$ cat src/rtl/char_msg_pkg.sv
// ---------------------------------------------------------------------------
// char_msg_pkg
// Shared definitions for the character-message overlay controller:
//   - state_t     : controller states (IDLE, TYPE, HOLD)
//   - MSG_*       : character ROM page numbers for the known messages
// ---------------------------------------------------------------------------
package char_msg_pkg;

  typedef enum logic [1:0] {
    IDLE = 2'd0,
    TYPE = 2'd1,
    HOLD = 2'd2
  } state_t;

  localparam logic [1:0] MSG_GRA2   = 2'd0;
  localparam logic [1:0] MSG_KONIEC = 2'd1;
  localparam logic [1:0] MSG_START  = 2'd2;

endpackage

$ cat src/rtl/frame_tick_div.sv
// ---------------------------------------------------------------------------
// frame_tick_div
// Counts tick_in pulses and emits pulse_out on every DIV-th one (or every
// ALT_DIV-th one while alt_sel is high). The counter restarts from zero
// whenever clr is high.
// Ports:
//   clk       in  system clock, rising edge
//   rst       in  asynchronous active-low reset
//   clr       in  synchronous counter clear
//   alt_sel   in  select ALT_DIV instead of DIV as the division ratio
//   tick_in   in  one-cycle input pulse to be counted
//   pulse_out out combinational pulse, coincident with the dividing tick
// ---------------------------------------------------------------------------
module frame_tick_div #(
  parameter int DIV     = 2,
  parameter int ALT_DIV = DIV
) (
  input  logic clk,
  input  logic rst,
  input  logic clr,
  input  logic alt_sel,
  input  logic tick_in,
  output logic pulse_out
);

  localparam int MAX_DIV = (DIV > ALT_DIV) ? DIV : ALT_DIV;
  localparam int CW      = (MAX_DIV > 1) ? $clog2(MAX_DIV) : 1;

  localparam logic [CW-1:0] LIM_MAIN = CW'(DIV - 1);
  localparam logic [CW-1:0] LIM_ALT  = CW'(ALT_DIV - 1);

  logic [CW-1:0] cnt;
  logic [CW-1:0] lim;

  assign lim = alt_sel ? LIM_ALT : LIM_MAIN;

  // The pulse is deliberately not gated by clr: the owner uses the pulse to
  // decide whether to clear, and gating would close a combinational loop.
  assign pulse_out = tick_in & (cnt == lim);

  // Count ticks 0..lim and wrap; clr restarts the count so that a tick in
  // the clearing cycle is discarded.
  always_ff @(posedge clk or negedge rst) begin
    if (!rst) begin
      cnt <= '0;
    end else if (clr) begin
      cnt <= '0;
    end else if (tick_in) begin
      cnt <= (cnt == lim) ? '0 : cnt + 1'b1;
    end
  end

endmodule

$ cat src/rtl/char_msg_ctrl.sv
// ---------------------------------------------------------------------------
// char_msg_ctrl
// Types out an on-screen message one character at a time, holds the full
// message with a blinking overlay, then clears it and pulses done.
// Ports:
//   clk         in   system clock, rising edge
//   rst         in   asynchronous active-low reset
//   frame_tick  in   one pulse per video frame
//   show_req    in   request to start a message (accepted only in IDLE)
//   msg_sel     in   page to display, latched on acceptance
//   cancel      in   abort the message in TYPE or HOLD
//   busy        out  high outside IDLE
//   overlay_en  out  overlay visible
//   page        out  latched character ROM page
//   reveal_cnt  out  number of leading characters drawn
//   blink_on    out  overlay blink phase
//   done        out  one-cycle pulse on normal completion
// ---------------------------------------------------------------------------
module char_msg_ctrl
  import char_msg_pkg::*;
#(
  parameter int MSG_LEN         = 32,
  parameter int FRAMES_PER_CHAR = 2,
  parameter int HOLD_FRAMES     = 180,
  parameter int BLINK_HALF      = 30
) (
  input  logic       clk,
  input  logic       rst,
  input  logic       frame_tick,
  input  logic       show_req,
  input  logic [1:0] msg_sel,
  input  logic       cancel,
  output logic       busy,
  output logic       overlay_en,
  output logic [1:0] page,
  output logic [8:0] reveal_cnt,
  output logic       blink_on,
  output logic       done
);

  localparam logic [8:0] MSG_LEN_V = 9'(MSG_LEN);

  state_t     state, state_n;
  logic       busy_n, overlay_n, blink_n, done_n;
  logic [1:0] page_n;
  logic [8:0] reveal_n;
  logic       pace_clr, hold_clr;
  logic       pace_pulse, hold_pulse;

  // One divider paces characters in TYPE and blink half-periods in HOLD;
  // the mode switch always coincides with a clear.
  frame_tick_div #(
    .DIV     (FRAMES_PER_CHAR),
    .ALT_DIV (BLINK_HALF)
  ) u_pace_div (
    .clk       (clk),
    .rst       (rst),
    .clr       (pace_clr),
    .alt_sel   (state == HOLD),
    .tick_in   (frame_tick),
    .pulse_out (pace_pulse)
  );

  frame_tick_div #(
    .DIV     (HOLD_FRAMES),
    .ALT_DIV (HOLD_FRAMES)
  ) u_hold_div (
    .clk       (clk),
    .rst       (rst),
    .clr       (hold_clr),
    .alt_sel   (1'b0),
    .tick_in   (frame_tick),
    .pulse_out (hold_pulse)
  );

  // Next-state and next-output logic. The dividers are held cleared in IDLE
  // and cleared on every state change, so a tick in the entry cycle never
  // counts toward the new state.
  always_comb begin
    state_n   = state;
    busy_n    = busy;
    overlay_n = overlay_en;
    page_n    = page;
    reveal_n  = reveal_cnt;
    blink_n   = blink_on;
    done_n    = 1'b0;
    pace_clr  = 1'b0;
    hold_clr  = (state != HOLD);

    case (state)
      IDLE: begin
        pace_clr = 1'b1;
        if (show_req) begin
          state_n   = TYPE;
          page_n    = msg_sel;
          reveal_n  = '0;
          overlay_n = 1'b1;
          blink_n   = 1'b1;
          busy_n    = 1'b1;
        end
      end

      TYPE: begin
        if (cancel) begin
          state_n   = IDLE;
          busy_n    = 1'b0;
          overlay_n = 1'b0;
          blink_n   = 1'b0;
          reveal_n  = '0;
          pace_clr  = 1'b1;
        end else if (pace_pulse && (reveal_cnt < MSG_LEN_V)) begin
          reveal_n = reveal_cnt + 9'd1;
          if (reveal_n == MSG_LEN_V) begin
            state_n  = HOLD;
            pace_clr = 1'b1;
          end
        end
      end

      HOLD: begin
        // Completion takes priority over a blink toggle on the same tick.
        if (cancel || hold_pulse) begin
          state_n   = IDLE;
          busy_n    = 1'b0;
          overlay_n = 1'b0;
          blink_n   = 1'b0;
          reveal_n  = '0;
          pace_clr  = 1'b1;
          done_n    = ~cancel;
        end else if (pace_pulse) begin
          blink_n = ~blink_on;
        end
      end

      default: begin
        state_n = IDLE;
      end
    endcase
  end

  // State and registered outputs.
  always_ff @(posedge clk or negedge rst) begin
    if (!rst) begin
      state      <= IDLE;
      busy       <= 1'b0;
      overlay_en <= 1'b0;
      page       <= 2'd0;
      reveal_cnt <= '0;
      blink_on   <= 1'b0;
      done       <= 1'b0;
    end else begin
      state      <= state_n;
      busy       <= busy_n;
      overlay_en <= overlay_n;
      page       <= page_n;
      reveal_cnt <= reveal_n;
      blink_on   <= blink_n;
      done       <= done_n;
    end
  end

endmodule

$ cat config.mk
export PLATFORM = sky130hd
export DESIGN_NAME = char_msg_ctrl
export DESIGN_NICKNAME = d
export VERILOG_FILES = /design/src/rtl/char_msg_pkg.sv /design/src/rtl/frame_tick_div.sv /design/src/rtl/char_msg_ctrl.sv
export SDC_FILE = /design/constraint.sdc
export NUM_CORES = 1
export LEC_CHECK = 0
export BUFFER_PORTS_ARGS = -buffer_cell sky130_fd_sc_hd__buf_4
export CELL_PAD_IN_SITES_DETAIL_PLACEMENT = 0
export CELL_PAD_IN_SITES_GLOBAL_PLACEMENT = 1
export CORE_AREA = 2 2 82 76
export CTS_CLUSTER_DIAMETER = 30
export DETAILED_ROUTE_END_ITERATION = 10
export DIE_AREA = 0 0 84 78
export PLACE_DENSITY = 0.58
export SLEW_MARGIN = 10
export SYNTH_ARGS = -nofsm -noshare
export SYNTH_HDL_FRONTEND = slang
export SYNTH_SLANG_ARGS = --single-unit
$ cat constraint.sdc
create_clock -name clk -period 1.8 [get_ports clk]
set_input_delay 0.27 -clock clk [delete_from_list [all_inputs] [get_ports clk]]
set_output_delay 0.27 -clock clk [all_outputs]
set_load 0.03 [all_outputs]
* Yosys cells after proc, flatten, opt, wreduce, memory -nomap -nowiden
Index checks and enable logic that the tools add are counted.
** Cells by class
- Add/sub/neg operators :: 3
- Magnitude comparators :: 1
- Equality and inequality tests :: 12
- Mux-type cells :: 32
- Bitwise gates (word level) :: 4
- Reduce and logical (&&, ||, !) cells :: 11
** Operator list (count)
- $mux W9 :: 4
- $pmux W9 S3 :: 1
- $mux W8 :: 3
- $mux W5 :: 4
- $reduce_and A4 Y1 :: 4
- $mux W1 :: 11
- $mux W2 :: 5
- $add A9 B1 Y9 const B :: 1
- $eq A9 B6 Y1 const B :: 1
- $lt A9 B6 Y1 const B :: 1
- $ne A3 B3 Y1 const B :: 3
- $pmux W1 S3 :: 3
- $add A8 B1 Y8 const B :: 1
- $eq A8 B8 Y1 const B :: 1
- $ne A2 B2 Y1 const B :: 4
- $pmux W2 S3 :: 1
- $add A5 B1 Y5 const B :: 1
- $eq A5 B5 Y1 :: 1
- $reduce_bool A2 Y1 :: 2
- $reduce_bool A3 Y1 :: 1
- $and A1 B1 Y1 :: 2
- $eq A2 B1 Y1 const B :: 1
- $eq A2 B2 Y1 const B :: 1
- $logic_not A2 Y1 :: 1
- other kinds (4) :: 5
** Storage, ports and cells
- Bits in registers :: 29
- Input bits :: 7
- Word-level logic and storage cells :: 71

* Longest topological paths before layout
Gate-level depths: netlist of the first run.
- Depth in word-level cells :: 9
- Depth in mapped cells :: 8

* By module
From an unflattened synthesis of the first run, not the netlist that was laid out.
** Second synthesis, totals
- Cells, all modules :: 167
- Area total of the unflattened synthesis :: 1690.4 um^2
** By module, submodules not included
- char_msg_ctrl :: times used 1, cells each 83, area an instance 883.3 um^2, seq. area each 400.4 um^2
- frame_tick_div at u_hold_div :: times used 1, cells each 49, area an instance 454.2 um^2, seq. area each 200.2 um^2
- frame_tick_div at u_pace_div :: times used 1, cells each 35, area an instance 352.8 um^2, seq. area each 125.1 um^2

* Worst setup path after synthesis of the first run
Ideal clock, no wire load.
- Path kind :: register to register
- Start :: register state[0]
- End :: register blink_on
- Arrival :: 1.783 ns
- Required time :: 1.676 ns
- Setup slack :: -0.107 ns
- Stages on the path, launching flop included :: 8
- Path buffers :: 0
- Period minus slack after synthesis :: 1.907 ns
- Path through :: dfrtp_1 > inv_1 > ha_1 > nor4_1 > o21ai_1 > a311oi_4 > o221a_2 > nor3_1
** On the way
- Longest elaborated chain between the ends :: 6
- Elaborated cells between the ends (all ways) :: 12
** Ends and longest elaborated chain
- from (decl) :: line char_msg_ctrl.sv:43 : state_t state, state_n;
- from (signal assigned) :: line char_msg_ctrl.sv:152 : state <= state_n;
- $eq A2 B2 Y1 :: line char_msg_ctrl.sv:59, char_msg_ctrl.sv:90
- $mux W5 :: line frame_tick_div.sv:35 : assign lim = alt_sel ? LIM_ALT : LIM_MAIN;
- $eq A5 B5 Y1 :: line frame_tick_div.sv:39 : assign pulse_out = tick_in & (cnt == lim);
- $and A1 B1 Y1 :: line frame_tick_div.sv:39
- $ne A3 B3 Y1 (no line)
- $reduce_and A4 Y1 (no line)
- to (signal assigned) :: line char_msg_ctrl.sv:157 : blink_on <= blink_n;
- to (decl) :: line char_msg_ctrl.sv:37 : output logic blink_on,
Several ways; a longest one is shown, not always the timed one.
A chain may end at the register's enable or synchronous reset.

* Final worst setup path of the first run
- Start :: register u_hold_div.cnt[3]
- End :: register blink_on
** On the way
- Longest elaborated chain between the ends :: 5
- Elaborated cells between the ends (all ways) :: 7
** Ends and longest elaborated chain
- from (decl) :: line frame_tick_div.sv:32 : logic [CW-1:0] cnt;
- from (signal assigned) :: line frame_tick_div.sv:49 : cnt <= (cnt == lim) ? '0 : cnt + 1'b1;
- $eq A8 B8 Y1 * :: line frame_tick_div.sv:39
- $and A1 B1 Y1 * :: line frame_tick_div.sv:39
- $logic_or A1 B1 Y1 * :: line char_msg_ctrl.sv:122 : if (cancel || hold_pulse) begin
- $ne A3 B3 Y1 (no line) or $mux W1 (tied branches)
- $reduce_and A4 Y1 (no line) or $pmux W1 S3 (tied branches)
Mark *: on every way between the ends. The rest lies on a longest branch, timed or not.

==> results.txt, run 1 <==
----------------------------------------------------
[Status]
  Result of the run ... finished, violations left
  Failing checks ... setup timing

[Yosys]
  Syn Std Cell Area ... 1680 µm²
  FFs w/ async S/R, synth ... 1.00
  Number of library cell types mapped by synthesis ... 45
  Total of flip-flops plus latches after synthesis ... 29
  Most used DFF post-synth ... dfrtp_1
  Number of warnings printed during yosys synthesis ... 0
  Number of enable-type register cells in the synthesized netlist ... 0
  Number of instances in the synthesized netlist ... 175
  Seq/Total Area, Yosys ... 0.433
  Nets in the synthesized netlist ... 192
  Average size of a mapped cell ... 9.57 µm²

[CTS]
  Maximum buffer depth of the clock tree ... 2
  Number of clock buffers inserted by TritonCTS ... 5
  Number of H-tree branching levels ... 2
  Worst-Skew Late Latency ... 0.28 ns
  TritonCTS clock tree ... built
  Master cell of the clock root buffer ... clkbuf_8
  Total clock sinks ... 29
  Clock Pin Slew Worst Setup and Hold Paths ... 0.06 ns

[Floorplan]
  Top-Level Pins ... 22
  Area of the die ... 6550 µm²
  Overall die height ... 78 µm
  Count of standard-cell rows ... 26
  Initial Util ... 0.298
  Area of the placeable core ... 5630 µm²
  Die Span X ... 84 µm

[Finish]
  Final-stage net count ... 249
  Share of cells above drive strength 1 ... 0.313
  Final std cells w/o fill ... 303
  Area growth from synthesis to layout ... 36.4%
  N_diodes ... 0
  End-of-flow core utilization ... 0.406

[Worst setup path]
  Start of the worst register-to-register path ... u_hold_div.cnt[3]
  Data required, critical path ... 1.96 ns
  Critical Path Slowest Stage Cell ... or4b_4
  Category of the most critical setup path ... reg -> reg
  CP startpoint ... u_hold_div.cnt[3]
  Critical path, cell by cell ... or4b_4, or2_4, a311oi_4, o221a_2, nor3_2
  Max Fanout on Critical Path ... 4
  Crit-path leading delay family ... simple AND/OR/NAND/NOR gates
  Crit path arrival time ... 2.03 ns
  Crit path buf inv count ... 0
  Critical path endpoint category ... register
  Worst path max stage delay ... 0.59 ns
  Nature of the critical path startpoint ... register

[Drt]
  Violation count after the first detailed-routing iteration ... 55
  Number of nets with antenna violations after routing ... 0
  Routed wire length ... 4.43 mm
  Count of TritonRoute iterations in the first routing pass ... 4
  Vias post-DR ... 1521
  DRC Markers ... 0
  DR vias/cell ... 5.02
  Detailed-route wire length per cell ... 14.6 µm

[Global routing]
  Remaining global-route overflow ... 0
  Maximum number of pins on one net before global-route repair ... 30
  Antenna violations before repair ... 0
  Vias in the first global route ... 1569
  Global-route wire length before repair ... 7.42 mm
  Tot GR Track Use ... 0.142

[Timing]
  Setup Total Neg Slack ... -0.0955 ns
  Period Utilization, post-route ... 1.04
  Final Hold Vio Count ... 0
  Tightest Pin Transition ... 0.387 ns
  Final WS setup ... -0.0676 ns
  Final worst clock skew ... 0.00742 ns
  Post-route minimum period ... 1.87 ns
  Setup repair after global routing missed its margin ... yes
  Setup violators final ... 3
  Fmax ... 0.535 GHz
  Slew headroom ... 0.742
  Final Max Slew Viols ... 0

[Placed design]
  Number of port buffers ... 21
  Placed instance count ... 292
  Global placement routability congestion ... 0.770
  HPWL Detailed ... 3.43 mm

[Power]
  Pleak ... 1.07 nW
  Worst supply voltage drop on vdd ... 0.000513 V
  Cell area power density ... 936 nW/µm²

[Min path]
  Origin of the worst min-delay path ... msg_sel[1]
  Hold Crit Class ... in -> reg

[Flow run]
  Maximum Capacitance Violations ... 0

----------------------------------------------------
-- worst paths after layout --
path                                           to  slack (ns)  cells past startpoint
worst min-delay path                      page[1]        0.23                      2
worst max-delay path                     blink_on       -0.07                      5
worst max register to register           blink_on       -0.07                      5
max in group asynchronous              overlay_en        1.06                      2
min in group asynchronous       u_hold_div.cnt[4]        0.46                      2
worst min register to register            page[1]        0.53                      1
-- what timing repair did --
action	in CTS	in global routing
buffers inserted	0	2
endpoints found under the setup margin	4	18
gates resized for setup	0	11
pin swaps	2	2
hold buffers	1	0
hold endpoints to repair	29	0
-- worst reg2reg max path, cell delays in order (launching register included) --
cell and delay (ns):
dfrtp_1 0.39, or4b_4 0.59, or2_4 0.27, a311oi_4 0.23, o221a_2 0.23, nor3_2 0.04
-- per-layer routing --
layer | vias to the layer above | share of wire | global-route usage
li1 | 741 | - | -
met1 | 739 | 0.45 | 0.171
met2 | 34 | 0.50 | 0.252
met3 | 7 | 0.044 | 0.0340
met4 | 0 | 0.010 | 0.0419
met5 | - | 0 | 0
-- synth_stat cells (2+ instances only) --
| library cell | n | share of area |
|---|---|---|
| ha_1 | 10 | 0.075 |
| nand4_1 | 7 | 0.026 |
| nand2_1 | 20 | 0.045 |
| o21a_1 | 2 | 0.0090 |
| a21oi_1 | 8 | 0.024 |
| nand2b_1 | 5 | 0.019 |
| a21boi_0 | 4 | 0.018 |
| nand3_1 | 5 | 0.015 |
| nor2_1 | 13 | 0.029 |
| and2_1 | 4 | 0.015 |
| dfrtp_1 | 29 | 0.43 |
| and3b_1 | 2 | 0.010 |
| clkbuf_1 | 2 | 0.0045 |
| nor3_1 | 7 | 0.021 |
| xor2_1 | 4 | 0.021 |
| a22oi_1 | 2 | 0.0090 |
| o21ai_0 | 12 | 0.036 |
| nand3b_1 | 2 | 0.0090 |
| inv_1 | 7 | 0.016 |
| and3_1 | 2 | 0.0075 |
| mux2_2 | 3 | 0.020 |
| nor2b_1 | 2 | 0.0075 |
-- logic make-up (layout without fill, tap and decap cells) --
kind of cell,count (synthesis),count (layout),share of synthesized area
muxes,3,3,0.0202
DFF,29,29,0.433
adders and majority gates,10,10,0.0747
AOI/OAI and AO/OA,42,42,0.181
buffers and inverters,10,68,0.0247
and+or+nand+nor,76,76,0.240
xor gates and xnor gates,5,5,0.0261
-- through the flow --
step	hold WS (ns)	instance area, µm²	power, mW	setup WS [ns]
2_1_floorplan	-0.0256	1690	1.28	-0.0120
3_3_place_gp	0.222	2130	1.59	0.00585
3_5_place_dp	0.229	2130	1.61	-0.0403
4_1_cts	0.225	2220	2.15	-0.0556
5_1_grt	0.227	2290	2.28	-0.0877
6_report	0.233	2290	2.14	-0.0676
-- placed cells by master (no fill, tap or decap), types with 4 or more instances in the layout --
| cell | n |
|---|---|
| and2_1 | 4 |
| o21ai_0 | 11 |
| xor2_1 | 4 |
| nand2_1 | 20 |
| dfrtp_1 | 29 |
| nand2b_1 | 5 |
| a21oi_1 | 8 |
| clkbuf_8 | 5 |
| ha_1 | 9 |
| a21boi_0 | 4 |
| buf_4 | 52 |
| nor2_1 | 12 |
| nor3_1 | 6 |
| inv_1 | 7 |
| nand4_1 | 7 |
| nand3_1 | 5 |
-- flip-flops by register name, indices dropped and copies added, names as in the netlist --
register	flops
blink_on	1
done	1
overlay_en	1
page	2
reveal_cnt	9
state	2
u_hold_div.cnt	8
u_pace_div.cnt	5
-- power breakdown --
group,internal [mW],leakage [nW],total (mW),switching (mW)
sequential,0.726,0.394,0.783,0.0571
clock,0.274,0.0395,0.515,0.241
combinational,0.359,0.639,0.842,0.483
total,1.36,1.07,2.14,0.781
-- final cells by class --
type,instances,area (µm²)
clock buffers,8,80.1
fillers,557,3340
inverters,7,26.3
multi-input cells,136,966
flip-flops and latches,29,726
well taps,70,87.6
repair buffers,53,400
(Power assumes the default switching activity.)
==> inputs of run 2 (changes only) <==
--- a/config.mk
+++ b/config.mk
@@ -14,2 +14,3 @@
 export DIE_AREA = 0 0 84 78
+export HOLD_SLACK_MARGIN = 0.08
 export PLACE_DENSITY = 0.58
==> constraint.sdc (replaced) <==
create_clock -name clk -period 1.8 [get_ports clk]
set_input_delay 0.09 -clock clk [delete_from_list [all_inputs] [get_ports clk]]
set_output_delay 0.09 -clock clk [all_outputs]
set_load 0.03 [all_outputs]
==> run 2 against run 1 <==
The flow still finishes with violations (setup timing). Register-to-register slack hardly changed. Final cell count is 0.33% lower. Combinational power is 2% lower. Die area stayed put. Sequential power hardly changed. Maximum frequency is 0.34% higher. Worst setup slack better by 0.0063 ns. Global-route usage is 0.16 points lower. Critical path depth stayed put. Critical path type unchanged.
==> results.txt, run 2 (synthesis results as in run 1) <==
----------------------------------------------------
[Global routing]
  Antenna violations before repair ... 0 (unchanged)
  Remaining global-route overflow ... 0 (unchanged)
  Global-route wire length before repair ... 7.26 mm (-2.1%)
  Vias in the first global route ... 1513 (-3.6%)
  Tot GR Track Use ... 0.141 (-0.00164)
  Maximum number of pins on one net before global-route repair ... 30 (unchanged)

[Placed design]
  Number of port buffers ... 21 (unchanged)
  Global placement routability congestion ... 0.780 (+1.3%)
  Area after DPL ... 2130 µm² (-0.35%)
  HPWL Detailed ... 3.29 mm (-3.9%)
  Placed instance count ... 291 (-0.34%)

[Floorplan]
  Area of the die ... 6550 µm² (unchanged)
  Overall die height ... 78 µm (unchanged)
  Die Span X ... 84 µm (unchanged)
  Initial Util ... 0.298 (unchanged)
  Area of the placeable core ... 5630 µm² (unchanged)
  Count of standard-cell rows ... 26 (unchanged)
  Top-Level Pins ... 22 (unchanged)

[CTS]
  Clock Pin Slew Worst Setup and Hold Paths ... 0.06 ns (about the same)
  Worst-Skew Late Latency ... 0.29 ns (about the same)
  Total clock sinks ... 29 (unchanged)
  Number of clock buffers inserted by TritonCTS ... 5 (unchanged)
  Number of H-tree branching levels ... 2 (unchanged)
  Maximum buffer depth of the clock tree ... 2 (unchanged)
  TritonCTS clock tree ... built
  Master cell of the clock root buffer ... clkbuf_8

[Finish]
  Register bank with the most flops ... reveal_cnt
  Area growth from synthesis to layout ... 36.7%
  Final design instance area without fill ... 2290 µm² (+0.16%)
  Final std cells w/o fill ... 302 (-0.33%)
  Total of fill cells in the finished design ... 559 (+0.36%)
  Flip-flop count of the largest register after layout ... 9 (unchanged)
  Top Registers ... reveal_cnt (9), u_hold_div.cnt (8), u_pace_div.cnt (5)
  Most common cell after layout, fill and taps aside ... buf_4
  Final-stage net count ... 249 (unchanged)
  Share of cells above drive strength 1 ... 0.315 (+0.00135)
  Leading cell types in the layout, fill and taps excluded ... buf_4, dfrtp_1, nand2_1
  N_diodes ... 0 (unchanged)

[Timing]
  Final worst clock skew ... 0.00990 ns (+0.00248 ns)
  Final WS setup ... -0.0613 ns (+0.00628 ns)
  Slew headroom ... 0.738 (-0.00378)
  Final Max Slew Viols ... 0 (unchanged)
  Post-route minimum period ... 1.86 ns (-0.00628 ns)
  Setup Total Neg Slack ... -0.0613 ns (+0.0342 ns)
  Tightest Pin Transition ... 0.393 ns (+0.00567 ns)
  Setup violators final ... 1 (-2)
  Fmax ... 0.537 GHz (+0.34%)
  Period Utilization, post-route ... 1.03 (-0.00349)
  Final Hold Vio Count ... 0 (unchanged)
  Setup repair after global routing missed its margin ... yes

[Drt]
  DRC Markers ... 0 (unchanged)
  Violation count after the first detailed-routing iteration ... 81 (+47%)
  DR vias/cell ... 5.00 (-0.46%)
  Vias post-DR ... 1509 (-0.79%)
  Number of nets with antenna violations after routing ... 0 (unchanged)
  Routed wire length ... 4.35 mm (-1.7%)
  Detailed-route wire length per cell ... 14.4 µm (-1.4%)
  Count of TritonRoute iterations in the first routing pass ... 4 (unchanged)

[Worst setup path]
  Max Fanout on Critical Path ... 4 (unchanged)
  Critical Path Slowest Stage Cell ... or4b_4
  Critical path, cell by cell ... or4b_4, or2_4, a311oi_4, o221a_2, nor3_2
  Critical path endpoint category ... register
  Nature of the critical path startpoint ... register
  Category of the most critical setup path ... reg -> reg
  Data required, critical path ... 1.96 ns (about the same)
  Crit path arrival time ... 2.02 ns (about the same)
  Worst path max stage delay ... 0.59 ns (about the same)

[Power]
  Worst supply voltage drop on vdd ... 0.000702 V (+37%)
  Pleak ... 1.07 nW (+0.19%)
  Cell area power density ... 942 nW/µm² (+0.61%)

[Status]
  Result of the run ... finished, violations left
  Failing checks ... setup timing

[Flow run]
  Maximum Capacitance Violations ... 0 (unchanged)

[Min path]
  Hold Crit Class ... in -> reg

----------------------------------------------------
==> run 2: final timing paths <==
kind | startpoint | slack (ns) | endpoint | depth (start not counted)
min reg2reg | page[1] | 0.52 | page[1] | 1
max | u_hold_div.cnt[2] | -0.06 | blink_on | 5
min in group asynchronous | rst | 0.27 | u_hold_div.cnt[4] | 2
min | frame_tick | 0.11 | done | 3
max reg2reg | u_hold_div.cnt[2] | -0.06 | blink_on | 5
max in group asynchronous | rst | 1.23 | page[0] | 2
==> run 2: worst max-delay path, delay by kind of cell (launching register included) <==
family             cells  cell delay, ns
DFF                    1            0.38
and+or+nand+nor        3            0.90
AOI/OAI and AO/OA      2            0.47
==> run 2: metrics by stage <==
stage                     worst slack (ns)  power, mW  hold slack, ns   util
after floorplan                    -0.0120       1.28          -0.206      -
after global placement             0.00684       1.58          0.0446  0.378
after detailed placement           -0.0506       1.60          0.0530  0.378
after CTS                          -0.0614       2.16           0.102  0.398
after global routing                -0.104       2.29           0.117  0.407
final                              -0.0613       2.16           0.108  0.407
==> run 2: what timing repair did <==
action,in CTS,in global routing
setup buffers,0,1
hold buffers,3,0
endpoints found under the setup margin,3,15
hold endpoints to repair,31,0
resized for setup,1,12
pin swaps,2,3
==> run 2: final cells by class <==
class,instances,area (µm²),area share
Clock buffer,7,86.3,0.0377
Inverter,7,26.3,0.0115
Tap cell,70,87.6,0.0383
Sequential cell,29,726,0.317
Multi-Input combinational cell,136,958,0.419
Timing Repair Buffer,53,405,0.177
==> run 2: power by group <==
group	switching, mW	leakage (nW)	internal (mW)
clock network	0.242	0.0443	0.303
registers	0.0580	0.394	0.726
logic	0.472	0.636	0.356
total	0.772	1.07	1.38
==> run 2: per-layer routing <==
layer,track usage,routed length (µm),up-vias
met4,0.0597,76,0
li1,-,-,740
met2,0.230,2070,34
met3,0.0351,164,7
met1,0.177,2050,728
met5,0,0,-
